<file path="config.mk">
export PLATFORM = sky130hd
export DESIGN_NAME = matrix_scan_ctrl
export DESIGN_NICKNAME = d
export VERILOG_FILES = /design/src/rtl/matrix_scan_ctrl.sv
export SDC_FILE = /design/constraint.sdc
export NUM_CORES = 1
export LEC_CHECK = 0
export BUFFER_PORTS_ARGS = -buffer_cell sky130_fd_sc_hd__buf_2
export CAP_MARGIN = 20
export CORE_ASPECT_RATIO = 0.5
export CORE_UTILIZATION = 51
export DETAILED_ROUTE_END_ITERATION = 10
export PLACE_DENSITY = 0.85
export SETUP_SLACK_MARGIN = 0.2
export SLEW_MARGIN = 30
export SYNTH_ARGS = -nofsm -noshare
export SYNTH_HDL_FRONTEND = slang
export SYNTH_SLANG_ARGS = --single-unit
</file>
<file path="constraint.sdc">
create_clock -name clk32mhz -period 2.2 [get_ports clk32mhz]
set_input_delay 0.44 -clock clk32mhz [delete_from_list [all_inputs] [get_ports clk32mhz]]
set_output_delay 0.44 -clock clk32mhz [all_outputs]
set_load 0.1 [all_outputs]
</file>
<file path="src/rtl/matrix_scan_ctrl.sv">
// Row-scan sequencer for the 32x32 dot-matrix: fetch row, shift columns, latch, display.
// Optional MATRIX_SCAN_BRIGHTNESS_EN adds a brightness[1:0] input that shortens the OEB-low window.
module matrix_scan_ctrl #(
  parameter int ROWS    = 32,
  parameter int COLS    = 32,
  parameter int CLK_DIV = 2,
  parameter int ON_TIME = 256
) (
  input  logic                    clk32mhz,
  input  logic                    reset,
  input  logic                    enable,
  output logic                    fb_req,
  output logic [$clog2(ROWS)-1:0] fb_row,
  input  logic                    fb_ack,
  input  logic [COLS-1:0]         fb_data,
`ifdef MATRIX_SCAN_BRIGHTNESS_EN
  input  logic [1:0]              brightness,
`endif
  output logic                    CSDI,
  output logic                    CCLK,
  output logic                    LE,
  output logic                    RSDI,
  output logic                    RCLK,
  output logic                    OEB,
  output logic                    frame_done
);

  localparam int RW    = $clog2(ROWS);
  localparam int PH    = 2 * CLK_DIV;
  localparam int CMAX  = (ON_TIME > PH) ? ON_TIME : PH;
  localparam int CNT_W = $clog2(CMAX + 1);
  localparam int BIT_W = $clog2(COLS);

  localparam logic [CNT_W-1:0] PH_LAST  = CNT_W'(PH - 1);
  localparam logic [CNT_W-1:0] DIV_C    = CNT_W'(CLK_DIV);
  localparam logic [CNT_W-1:0] ON_LAST  = CNT_W'(ON_TIME - 1);
  localparam logic [BIT_W-1:0] BIT_LAST = BIT_W'(COLS - 1);
  localparam logic [RW-1:0]    ROW_LAST = RW'(ROWS - 1);

  typedef enum logic [2:0] {
    IDLE    = 3'd0,
    FETCH   = 3'd1,
    SHIFT   = 3'd2,
    BLANK   = 3'd3,
    LATCH   = 3'd4,
    DISPLAY = 3'd5
  } state_t;

  state_t           state;
  logic [RW-1:0]    row;
  logic [COLS-2:0]  sbuf;
  logic [CNT_W-1:0] cnt;
  logic [CNT_W-1:0] cnt_nxt;
  logic [CNT_W-1:0] on_len;
  logic [CNT_W-1:0] on_len_nxt;
  logic [BIT_W-1:0] bit_idx;

  assign cnt_nxt = cnt + CNT_W'(1);
  assign fb_row  = row;

`ifdef MATRIX_SCAN_BRIGHTNESS_EN
  assign on_len_nxt = CNT_W'(((32'(brightness) + 32'd1) * ON_TIME) / 4);
`else
  assign on_len_nxt = CNT_W'(ON_TIME);
`endif

  // Handshake: fb_req rises on entry to FETCH and holds (with fb_row stable) until
  // the cycle fb_ack=1 is seen; fb_data is captured in that same cycle. fb_ack with
  // fb_req=0 has no effect.
  always_ff @(posedge clk32mhz or negedge reset) begin
    if (!reset) begin
      state      <= IDLE;
      row        <= '0;
      sbuf       <= '0;
      cnt        <= '0;
      on_len     <= '0;
      bit_idx    <= '0;
      fb_req     <= 1'b0;
      CSDI       <= 1'b0;
      CCLK       <= 1'b0;
      LE         <= 1'b0;
      RSDI       <= 1'b0;
      RCLK       <= 1'b0;
      OEB        <= 1'b1;
      frame_done <= 1'b0;
    end else begin
      frame_done <= 1'b0;
      case (state)
        IDLE: begin
          OEB <= 1'b1;
          if (enable) begin
            row    <= '0;
            fb_req <= 1'b1;
            state  <= FETCH;
          end
        end
        FETCH: begin
          if (fb_ack) begin
            sbuf    <= fb_data[COLS-2:0];
            CSDI    <= fb_data[COLS-1];
            CCLK    <= 1'b0;
            cnt     <= '0;
            bit_idx <= '0;
            fb_req  <= 1'b0;
            state   <= SHIFT;
          end
        end
        SHIFT: begin
          // Each bit: CLK_DIV cycles low, CLK_DIV high; next bit appears on the fall.
          if (cnt == PH_LAST) begin
            cnt     <= '0;
            CCLK    <= 1'b0;
            sbuf    <= {sbuf[COLS-3:0], 1'b0};
            CSDI    <= sbuf[COLS-2];
            bit_idx <= bit_idx + BIT_W'(1);
            if (bit_idx == BIT_LAST) begin
              CSDI  <= 1'b0;
              OEB   <= 1'b1;
              state <= BLANK;
            end
          end else begin
            cnt  <= cnt_nxt;
            CCLK <= (cnt_nxt >= DIV_C);
          end
        end
        BLANK: begin
          LE    <= 1'b1;
          RCLK  <= 1'b1;
          RSDI  <= (row == '0);
          cnt   <= '0;
          state <= LATCH;
        end
        LATCH: begin
          if (cnt == PH_LAST) begin
            LE     <= 1'b0;
            RCLK   <= 1'b0;
            RSDI   <= 1'b0;
            cnt    <= '0;
            on_len <= on_len_nxt;
            OEB    <= (on_len_nxt == '0);
            state  <= DISPLAY;
          end else begin
            cnt  <= cnt_nxt;
            LE   <= (cnt_nxt < DIV_C);
            RCLK <= (cnt_nxt < DIV_C);
          end
        end
        DISPLAY: begin
          if (cnt == ON_LAST) begin
            cnt        <= '0;
            frame_done <= (row == ROW_LAST);
            row        <= (row == ROW_LAST) ? '0 : row + RW'(1);
            if (enable) begin
              fb_req <= 1'b1;
              state  <= FETCH;
            end else begin
              OEB   <= 1'b1;
              row   <= '0;
              state <= IDLE;
            end
          end else begin
            cnt <= cnt_nxt;
            OEB <= (cnt_nxt >= on_len);
          end
        end
        default: state <= IDLE;
      endcase
    end
  end

endmodule

</file>
==> metrics, run 1 <==
EDFF count, synth=0; post-route clock period utilization=94.7%; number of synthesized register bits=61; Clk pin slew, worst setup/hold paths=50 ps; ANT cells=0; nets=483; P&R area growth vs syn=28.2%; WP data required=2460 ps; Vias=3,077; global-route wire length before repair=12,500 um; WL per Instance=16.4 um; Synth Area per Inst=8.77 sq um; kind of critical path=flip-flop to flip-flop; Synth Flop Type=dfrtp_1; CP max FO=5; startpoint types=flip-flop; Cell Rows=20; Lkg Pwr=1.98 nW; H-tree depth=3; cell mode on critical path=buf_4; power density cells=617 nW/um^2; hold slack=113 ps; critical path's top delay family=compound AO/OA/AOI/OAI gates; critical-path cell list=buf_4 > buf_4 > and4_4 > and2_4 > o311a_1 > o31ai_1 > and3_1 > a41o_1; largest net degree at the start of global routing=62; Pwr Total=0.00260 W; measured slew at the worst slew-check pin=496 ps; status=finished, final reports clean; die height=58.7 um; initial DRC count=292; Starting Density=53.5%; count of cell types in the netlist=56; later-pin clock latency in the skew report=320 ps; Fin. Hold Viols=0; Commonest cells post-synth=85 x nand2_1, 60 x dfrtp_1, 44 x nor2_1; number of global-route vias before repair=2,623; maxcap violations=0; post-route minimum period=2080 ps; syn_nets=419; routability cong.=0.841; initial antenna violation count=0; count leader, synth=nand2_1; # DRC=0; CP Buf/Inv Count=2; min-delay worst type=input port to asynchronous set/reset pin; Setup TNS Final=0 ps; grt total ovfl=0; Worst Skew=4.21 ps; Ports=49; Post-DP HPWL=4800 um; CP max stage cell=dfrtp_1; synthesized cell area=3280 sq um; Post-Syn Instances=374; Async S/R FF share, synth=100%; reg2reg setup slack=120 ps; slew margin rel.=67.2%; Inserted Clock Buffers=9; Synth area leaders=dfrtp_1 46%, nand2_1 9.7%, a31oi_1 5.7%; YS warnings=0; CP Capture Type=flip-flop; DIE WIDTH=115 um; Max VDD drop=0.404 mV; Max Clk Rate=480 MHz; antenna violation net count after detailed routing=0; CTS tree=built; Setup Viol. Count Final=0; RSZ-0062 raised after global routing=yes; First-pass DRT Iterations=5; area leader, netlist=dfrtp_1; gr usage total=24.6%; crit path DAT=2340 ps; Die ar.=6770 sq um; port bufs=48; CTS root buf=clkbuf_16; Max Root-Sink Buffers=2; sequential fraction of the synthesis area=46.6%; routed vias/inst=5.81; Clock Sinks=61; core area=6130 sq um; layout cell share with drive strength beyond 1=29.9%; top cell type's share of synthesized area=45.8%; Slew Viols, Final=0; CP peak stage delay=410 ps; final WL=8690 um
==> flip-flops by register name (all words and copies together) (netlist names) <==
| name | count |
|---|---|
| sbuf | 31 |
| cnt | 9 |
| bit_idx | 5 |
| fb_row | 5 |
| state | 3 |
| CCLK | 1 |
| CSDI | 1 |
| OEB | 1 |
| RCLK | 1 |
| RSDI | 1 |
| fb_req | 1 |
| frame_done | 1 |
| on_len | 1 |
==> kinds of logic after synthesis <==
family,Yosys count,share of synthesized area (%)
AO/OA/AOI/OAI,82,16.8
XOR/XNOR,4,1.07
adder cells (fa/ha/maj),10,3.74
buffers and inverters,35,5.92
flip-flops,61,46.6
multiplexers,3,0.954
AND/OR/NAND/NOR,179,25.0
==> cell type report <==
type | instances | area, sq um
fill | 437 | 1930
multi-input combinational | 280 | 1740
sequential | 61 | 1530
timing repair buffer | 73 | 473
clock buffer | 11 | 253
tap | 88 | 110
inverter | 13 | 48.8
clock inverter | 4 | 47.5
==> per-stage QoR <==
stage / worst slack (ps) / util [%] / std cells / instance area [sq um]
after CTS: 214 / 66.0 / 522 / 4050
after global routing: 52.0 / 68.6 / 530 / 4200
after floorplan: 178 / - / 374 / 3330
final: 116 / 68.6 / 530 / 4200
after detailed placement: 72.8 / 60.3 / 504 / 3700
after global placement: 141 / 60.3 / 504 / 3700
==> routing by layer <==
layer | up-vias | track usage (%) | routed length (um)
met1 | 1484 | 34.0 | 3960
met5 | - | 0 | 0
met3 | 26 | 6.49 | 471
met2 | 126 | 37.6 | 4060
met4 | 0 | 9.09 | 201
li1 | 1441 | - | -
==> repair_timing <==
| item | 4_1_cts | 5_1_grt |
|---|---|---|
| hold buffers | 0 | 0 |
| cloned | 0 | 3 |
| hold endpoints to repair | 0 | 0 |
| setup endpoints to repair | 19 | 34 |
| pin swaps | 2 | 11 |
| setup buffers | 3 | 5 |
| gates resized for setup | 4 | 25 |
==> cell usage in the layout, fill, tap and decap left out, drive strengths merged, types with 3 or more instances in the layout <==
cell type and count:
a31oi 36, dfrtp 60, nand2 87, nor3 4, nand4 5, nor3b 3
and2 3, nand3 12, clkbuf 11, nor2 45, inv 13, nor4b 3
buf 73, xnor2 3, o21ai 18, and3 8, a21oi 12, ha 9
==> power breakdown <==
group / internal [W] / switching, W
registers: 0.00112 / 0
logic: 0.0000270 / 0.0000351
clock network: 0.000926 / 0.000483
==> worst paths after layout <==
check                       startpoint   endpoint  cells after the start
max in group asynchronous        reset        OEB                      2
min reg2reg                  on_len[8]  on_len[8]                      1
min                              reset    sbuf[6]                      2
max                             cnt[1]       RCLK                      8
min in group clk32mhz      fb_data[20]   sbuf[20]                      3
max reg2reg                     cnt[1]       RCLK                      8
Note: power is estimated with default switching activity, not from simulation.
==> run 2, diff against run 1 <==
--- a/config.mk
+++ b/config.mk
@@ -11,6 +11,7 @@
 export CORE_UTILIZATION = 51
 export DETAILED_ROUTE_END_ITERATION = 10
 export PLACE_DENSITY = 0.85
+export REMOVE_ABC_BUFFERS = 1
 export SETUP_SLACK_MARGIN = 0.2
 export SLEW_MARGIN = 30
 export SYNTH_ARGS = -nofsm -noshare
==> run 2 against run 1 <==
Non-clock buffer count increased by 14. Design area increased by 3.1%. Register-to-register slack about the same. Global-route usage increased by 1.9 points. Clock skew increased by 5.5 ps. Sequential share of layout area decreased by 1.2 points.
==> metrics, run 2 (synthesized netlist as in run 1, its figures left out) <==
ANT cells=0; crit path DAT=2340 ps; post-route minimum period=2090 ps; post-route clock period utilization=95.2%; Max VDD drop=0.401 mV; Lkg Pwr=2.05 nW; initial DRC count=421; power density cells=637 nW/um^2; dpl ws=17.4 ps; Max Clk Rate=478 MHz; slew margin rel.=66.5%; final WL=8760 um; most frequent cells in the layout=82 x nand2_1, 58 x dfrtp_1, 49 x buf_2; Cell Rows=20; port bufs=48; Slew Viols, Final=0; RSZ-0062 raised after global routing=yes; CP max stage cell=dfrtp_1; # fillers=419; Pwr Total=0.00276 W; largest net degree at the start of global routing=62; number of global-route vias before repair=2,868; maxcap violations=0; CP Capture Type=flip-flop; Clock Sinks=61; min-delay worst type=input port to asynchronous set/reset pin; global-route wire length before repair=13,400 um; layout cell share with drive strength beyond 1=32.4%; critical-path cell list=ha_2 > nand2_2 > nor2_2 > and3_4 > nand3_4 > inv_2 > ha_4 > nand2_4 > nand2_4 > o21ai_4 > buf_6 > buf_6 > a21oi_2 > a31oi_1; DIE WIDTH=115 um; largest reg by FF count=sbuf; P&R area growth vs syn=32.2%; hold slack=103 ps; Die ar.=6770 sq um; WP data required=2450 ps; CP Buf/Inv Count=3; measured slew at the worst slew-check pin=506 ps; CP max FO=5; CTS Hold Buffers Added=0; max reg flops=31; Starting Density=53.5%; initial antenna violation count=0; core area=6130 sq um; nets=495; Vias=3,187; kind of critical path=flip-flop to flip-flop; CTS root buf=clkbuf_16; H-tree depth=3; routed vias/inst=5.88; CP peak stage delay=390 ps; Ports=49; die height=58.7 um; commonest non-fill, non-tap cell in the layout=nand2_1; Setup Viol. Count Final=0; routability cong.=0.854; Clk pin slew, worst setup/hold paths=50 ps; later-pin clock latency in the skew report=340 ps; status=finished, final reports clean; First-pass DRT Iterations=5; antenna violation net count after detailed routing=0; Largest regs=sbuf x31, cnt x9; fin worst setup slack=106 ps; Max Root-Sink Buffers=2; grt total ovfl=0; startpoint types=flip-flop; gr usage total=26.5%; WL per Instance=16.2 um; critical path's top delay family=simple AND/OR/NAND/NOR gates; Worst Skew=9.70 ps; # DRC=0; Post-DP HPWL=4990 um; Fin. Hold Viols=0; CTS tree=built; Inserted Clock Buffers=9
## run 2: path summary, 6_finish.rpt
check	from	endpoint	slack, ps	cells after the start
min in group clk32mhz	fb_data[5]	sbuf[5]	360	3
max reg2reg	cnt[1]	cnt[4]	110	14
min	reset	sbuf[22]	100	2
max	cnt[1]	cnt[4]	110	14
min reg2reg	on_len[8]	on_len[8]	490	1
max in group asynchronous	reset	OEB	1790	2
## run 2: final cells by class
class	instances	area (sq um)	share of cell area [%]
inverter	13	48.8	1.13
clock buffer	12	267	6.15
timing repair buffer	87	583	13.5
sequential	61	1530	35.3
clock inverter	3	67.6	1.56
multi-input combinational	278	1730	39.9
tap	88	110	2.54
## run 2: power by group
group,switching [W],internal (W)
Clock,0.000498,0.00108
Combinational,0.0000342,0.0000270
Sequential,0,0.00112
Total,0.000532,0.00223
## run 2: repair_timing
action | 4_1_cts | 5_1_grt
pin swaps | 6 | 14
endpoints found under the setup margin | 29 | 44
resized for setup | 21 | 26
buffers inserted | 6 | 9
cloned | 1 | 0
## run 2: worst register-to-register path: cells and delay by family, from the launching register on
family	cells	cell delay (ps)
compound gates	3	410
fa+ha+maj	2	360
buf+inv	3	300
flops	1	390
simple gates	6	540
## run 2: per-layer routing
metal  wire [um]  track usage, %  share of wire (%)  up-vias
met3         877            8.86                 10       46
met1        3640            32.1                 42     1493
met5           0               0                  0        -
met2        3890            41.1                 44      188
li1            -               -                  -     1460
met4         347            17.4                4.0        0
## run 2: per-stage QoR
stage                     TNS (ps)  std cells  utilization, %  cell area (sq um)
after floorplan              -7100        352               -               3130
after detailed placement         0        511            60.3               3700
after global routing             0        542            70.7               4330
final                            0        542            70.7               4330
after global placement           0        511            60.3               3700
after CTS                        0        533            67.8               4160
